[src/rtl/hex_to_8seg_if.sv]
// hex_to_8seg_if: display data bundle between the data path and the segment encoder
interface hex_to_8seg_if;
  logic [31:0] Hexs;
  logic [7:0]  points;
  logic [7:0]  LES;
  logic        flash;
  logic [63:0] SEG_TXT;
  modport master (output Hexs, points, LES, flash, input SEG_TXT);
  modport slave  (input Hexs, points, LES, flash, output SEG_TXT);
endinterface

[src/rtl/hex_to_8seg.sv]
// hex_to_8seg: 32-bit value to eight registered 7-segment bytes with dp and blink; SEG_ACTIVE_HIGH_EN inverts polarity
module hex_to_8seg (
  input logic clk,
  input logic rst,
  hex_to_8seg_if.slave bus
);
`ifdef SEG_ACTIVE_HIGH_EN
  localparam logic [7:0] INV = 8'hFF;
`else
  localparam logic [7:0] INV = 8'h00;
`endif
  localparam logic [7:0] BLANK = 8'hFF ^ INV;
  localparam logic [7:0] LUT [0:15] = '{
    8'hC0, 8'hF9, 8'hA4, 8'hB0, 8'h99, 8'h92, 8'h82, 8'hF8,
    8'h80, 8'h90, 8'h88, 8'h83, 8'hC6, 8'hA1, 8'h86, 8'h8E
  };
  logic [63:0] w_seg;
  logic [63:0] r_seg;
  // blanking wins over the decimal point, so it is applied last
  for (genvar g = 0; g < 8; g++) begin : g_dig
    assign w_seg[8*g +: 8] = ((bus.LES[g] && bus.flash) ? 8'hFF
                            : {~bus.points[g], LUT[bus.Hexs[4*g +: 4]][6:0]}) ^ INV;
  end
  // register the encoded digits; reset shows all digits blank
  always_ff @(posedge clk)
    r_seg <= rst ? {8{BLANK}} : w_seg;
  assign bus.SEG_TXT = r_seg;
endmodule

[src/flat_wrapper.sv]
// flat-port wrapper written by rule: the top's interface ports become plain ports
module hex_to_8seg_flat 
  (clk, rst, bus_Hexs, bus_points, bus_LES, bus_flash, bus_SEG_TXT);
  hex_to_8seg_if bus_i ();
  input logic clk;
  input logic rst;
  input wire logic [$bits(bus_i.Hexs)-1:0] bus_Hexs;
  input wire logic [$bits(bus_i.points)-1:0] bus_points;
  input wire logic [$bits(bus_i.LES)-1:0] bus_LES;
  input wire logic [$bits(bus_i.flash)-1:0] bus_flash;
  output wire logic [$bits(bus_i.SEG_TXT)-1:0] bus_SEG_TXT;
  assign bus_i.Hexs = bus_Hexs;
  assign bus_i.points = bus_points;
  assign bus_i.LES = bus_LES;
  assign bus_i.flash = bus_flash;
  assign bus_SEG_TXT = bus_i.SEG_TXT;
  hex_to_8seg u_core (.clk(clk), .rst(rst), .bus(bus_i));
endmodule
[config.mk]
export PLATFORM = sky130hd
export DESIGN_NAME = hex_to_8seg_flat
export DESIGN_NICKNAME = d
export VERILOG_FILES = /design/src/rtl/hex_to_8seg_if.sv /design/src/rtl/hex_to_8seg.sv /design/src/flat_wrapper.sv
export SDC_FILE = /design/constraint.sdc
export NUM_CORES = 1
export LEC_CHECK = 0
export CAP_MARGIN = 40
export CORE_ASPECT_RATIO = 1.5
export CORE_MARGIN = 2
export CORE_UTILIZATION = 43
export DETAILED_ROUTE_END_ITERATION = 10
export HOLD_SLACK_MARGIN = 0.06
export PLACE_DENSITY = 0.86
export RECOVER_POWER = 100
export SLEW_MARGIN = 20
export SYNTH_ARGS = -nofsm -noshare
export SYNTH_HDL_FRONTEND = slang
export SYNTH_SLANG_ARGS = --single-unit
[constraint.sdc]
create_clock -name clk -period 1.4 [get_ports clk]
set_clock_uncertainty 0.2 [all_clocks]
set_input_delay 0.35 -clock clk [delete_from_list [all_inputs] [get_ports clk]]
set_output_delay 0.35 -clock clk [all_outputs]
set_load 0.1 [all_outputs]
==> reports/qor.tcl <==
set qor(run_status) {finished with violations}
set qor(failed_checks) {setup timing}
set qor(tritoncts) {built}
set qor(synthDistinctLibCells) 31
set qor(synth.top_cell.area_share_pct) 34.48
set qor(synth_seq_area_share_pct) 34.48
set qor(place.detailed.hpwl_um) 8527
set qor(syn_area_per_cell_um2) 10.04
set qor(yosys.area.top_type) {dfxtp_1}
set qor(postRouteAntennaNets) 0
set qor(placement.io_buffers) 114
set qor(chipHeight_um) 117.9
set qor(detail_route.wl_per_cell_um) 16.98
set qor(peak_ir_drop_on_the_vdd_network_uv) 877.9
set qor(track_usage_pct) 24.03
set qor(ys_flop_type) {dfxtp_1}
set qor(cp_data_arrival_time_ns) 1.43
set qor(path_clk_slew_ns) 0.05
set qor(number_of_enable_flip_flop_cells_after_synthesis) 0
set qor(fin_hold_viols) 0
set qor(timing.setup.critical_path_class) {primary input to flop}
set qor(timing.slew.headroom_pct) 72.41
set qor(cts_max_level) 3
set qor(grt_remaining_overflow) 0
set qor(tcrit_tclk_final_pct) 102.3
set qor(synth_area_um2) 3716
set qor(antennaDiodeCount) 0
set qor(crit_path_start_kind) {primary input}
set qor(floorplan.die.width_um) 79.91
set qor(drt-pass1-iter-count) 4
set qor(final_design_instance_area_without_fill_um2) 6440
set qor(fmaxAchievable_mhz) 698.5
set qor(ys_ff_latch) 64
set qor(numCtsBuffers) 9
set qor(finish.utilization_pct) 76.55
set qor(place_area_um2) 6116
set qor(synth_nets) 477
set qor(design.die.area_um2) 9417
set qor(critPathCapture) {u_core.bus.SEG_TXT[4]$_SDFF_PP1_}
set qor(synth-async-reset-ratio_pct) 0
set qor(drc) 0
set qor(critPathLaunch) {bus_Hexs[2]}
set qor(vias) 3522
set qor(ios) 115
set qor(via_per_inst) 5.336
set qor(areaGrowthSynthToFinish_pct) 73.30
set qor(gpl.final_weighted_congestion) 0.9210
set qor(grt_start_max_net_pins) 14
set qor(synth_area_leaders) {dfxtp_1 34%, ha_1 19%, o311ai_1 4.7%, o211ai_1 4.6%, mux2i_1 3.5%}
set qor(max_cap_viol_count) 0
set qor(critPathRequiredTime_ns) 1.40
set qor(numClockSinks) 64
set qor(grt_first_pass_wirelength_um) 17770
set qor(post_route_cells_drive_above_1_share_pct) 49.01
set qor(setup_repair_after_global_routing_missed_its_margin) {true}
set qor(placement_rows) 41
set qor(synthTopCellsByCount) {64 x dfxtp_1, 56 x ha_1, 23 x o211ai_1}
set qor(core_area_um2) 8413
set qor(detail_route.iter0.violations) 103
set qor(finalMaxSlewViolations) 0
set qor(cts-root-to-sink-buffers) 2
set qor(initial_core_util_pct) 44.17
set qor(report.final.setup_viol) 5
set qor(worst_pin_slew_ns) 0.4139
set qor(grt_pass1_vias) 3663
set qor(antenna_violations_before_repair) 0
set qor(p_leak_nw) 2.876
set qor(post-route-worst-setup-slack_ns) -0.03171
set qor(synth_most_common_cell) {dfxtp_1}
set qor(power-per-cell-area_nw_per_um2) 1028
set qor(netlist_instances) 370
set qor(final_net_count) 656
set qor(min_path_type) {primary input to flop}
set qor(postRouteWirelength_um) 11210
set qor(post-route-min-period_ns) 1.432
set qor(path_max_fanout) 6
set qor(largest_register_ff_count) 64
set qor(nFillCells) 540
set qor(ys.warnings.count) 0
set qor(ctsRootBufferMaster) {clkbuf_16}
set qor(worst_setup_path_end_kind) {flop}
## worst max-delay path, cell delays in order
cell,delay [ns]
clkdlybuf4s50_1,0.58
inv_2,0.12
o311ai_2,0.38
## logic make-up after synthesis
kind of cell / share of synthesized area, %
AO/OA/AOI/OAI: 22.79
AND/OR/NAND/NOR: 13.40
flip-flops: 34.48
adder cells (fa/ha/maj): 18.86
buffers and inverters: 6.061
multiplexers: 4.411
## per-layer routing
metal | vias to the layer above | global-route usage, % | routed length (um)
met5 | - | 0 | 0
met4 | 0 | 9.110 | 232
met3 | 23 | 5.598 | 639
met2 | 150 | 46.15 | 6527
met1 | 1663 | 23.90 | 3809
li1 | 1686 | - | -
## placed cells by master (no fill, tap or decap), types with 3 or more instances in the layout
cell type	n
a21oi_2	5
a21boi_1	6
nand3_1	9
inv_2	14
o311ai_1	15
buf_6	6
clkdlybuf4s50_1	22
o21ai_2	4
nand2_1	19
nor2b_1	15
o211ai_1	23
nand2b_1	15
ha_2	7
dlygate4sd2_1	19
inv_1	11
o31a_1	7
o221ai_1	4
o311ai_2	9
o21ai_1	14
clkinv_2	5
o21ai_0	3
buf_4	51
nor2b_2	4
dlymetal6s2s_1	4
ha_1	49
clkdlybuf4s15_1	4
a21oi_4	3
clkbuf_16	9
dfxtp_2	64
buf_12	66
nor2_1	14
clkbuf_2	5
and2_1	4
nand3b_1	7
buf_2	6
mux2i_1	11
## how the worst min path moves through the flow
stage,startpoint,cells past startpoint,endpoint
2_1_floorplan,bus_points[1],1,u_core.bus.SEG_TXT[15]$_SDFF_PP1_
3_3_place_gp,u_core.bus.SEG_TXT[23]$_SDFF_PP1_,1,bus_SEG_TXT[23]
3_5_place_dp,u_core.bus.SEG_TXT[7]$_SDFF_PP1_,1,bus_SEG_TXT[7]
4_1_cts,bus_points[1],2,u_core.bus.SEG_TXT[15]$_SDFF_PP1_
5_1_grt,bus_Hexs[0],4,u_core.bus.SEG_TXT[1]$_SDFF_PP1_
6_report,bus_Hexs[0],4,u_core.bus.SEG_TXT[1]$_SDFF_PP1_
## per-stage QoR
| step | total power [mW] | cells | setup slack, ns | hold slack [ns] | setup TNS (ns) |
|---|---|---|---|---|---|
| final | 6.620 | 660 | -0.03171 | 0.2727 | -0.03972 |
| after global routing | 6.866 | 660 | -0.04965 | 0.2852 | -0.9685 |
| after CTS | 6.653 | 658 | -0.01805 | 0.2870 | -0.2124 |
| after detailed placement | 4.712 | 643 | -0.6330 | 0.6124 | -28.75 |
| after global placement | 4.636 | 643 | -0.5430 | 0.6117 | -25.81 |
| after floorplan | 3.590 | 370 | 0.03483 | 0.2119 | 0 |
## report_power, final
| group | internal [mW] | leakage, nW | switching (mW) |
|---|---|---|---|
| Clock | 1.17 | 0.132 | 0.749 |
| Sequential | 2.00 | 0.519 | 0.119 |
| Combinational | 1.01 | 2.23 | 1.58 |
| Total | 4.17 | 2.88 | 2.45 |
## repair_timing
action / CTS / global route
hold buffers: 0 / 0
endpoints found under the hold margin: 0 / 0
endpoints found under the setup margin: 94 / 83
resized for setup: 61 / 29
pin swaps: 8 / 5
setup buffers: 0 / 1
gates cloned: 0 / 1
## area by class of cell
| class | count | area [um^2] | area share, % |
|---|---|---|---|
| tap | 107 | 133.9 | 2.079 |
| clock inverter | 5 | 25.02 | 0.3886 |
| clock buffer | 10 | 229.0 | 3.555 |
| sequential | 64 | 1361 | 21.14 |
| multi-input combinational | 265 | 2286 | 35.50 |
| inverter | 25 | 93.84 | 1.457 |
| timing repair buffer | 184 | 2311 | 35.89 |
(Power assumes the default switching activity.)
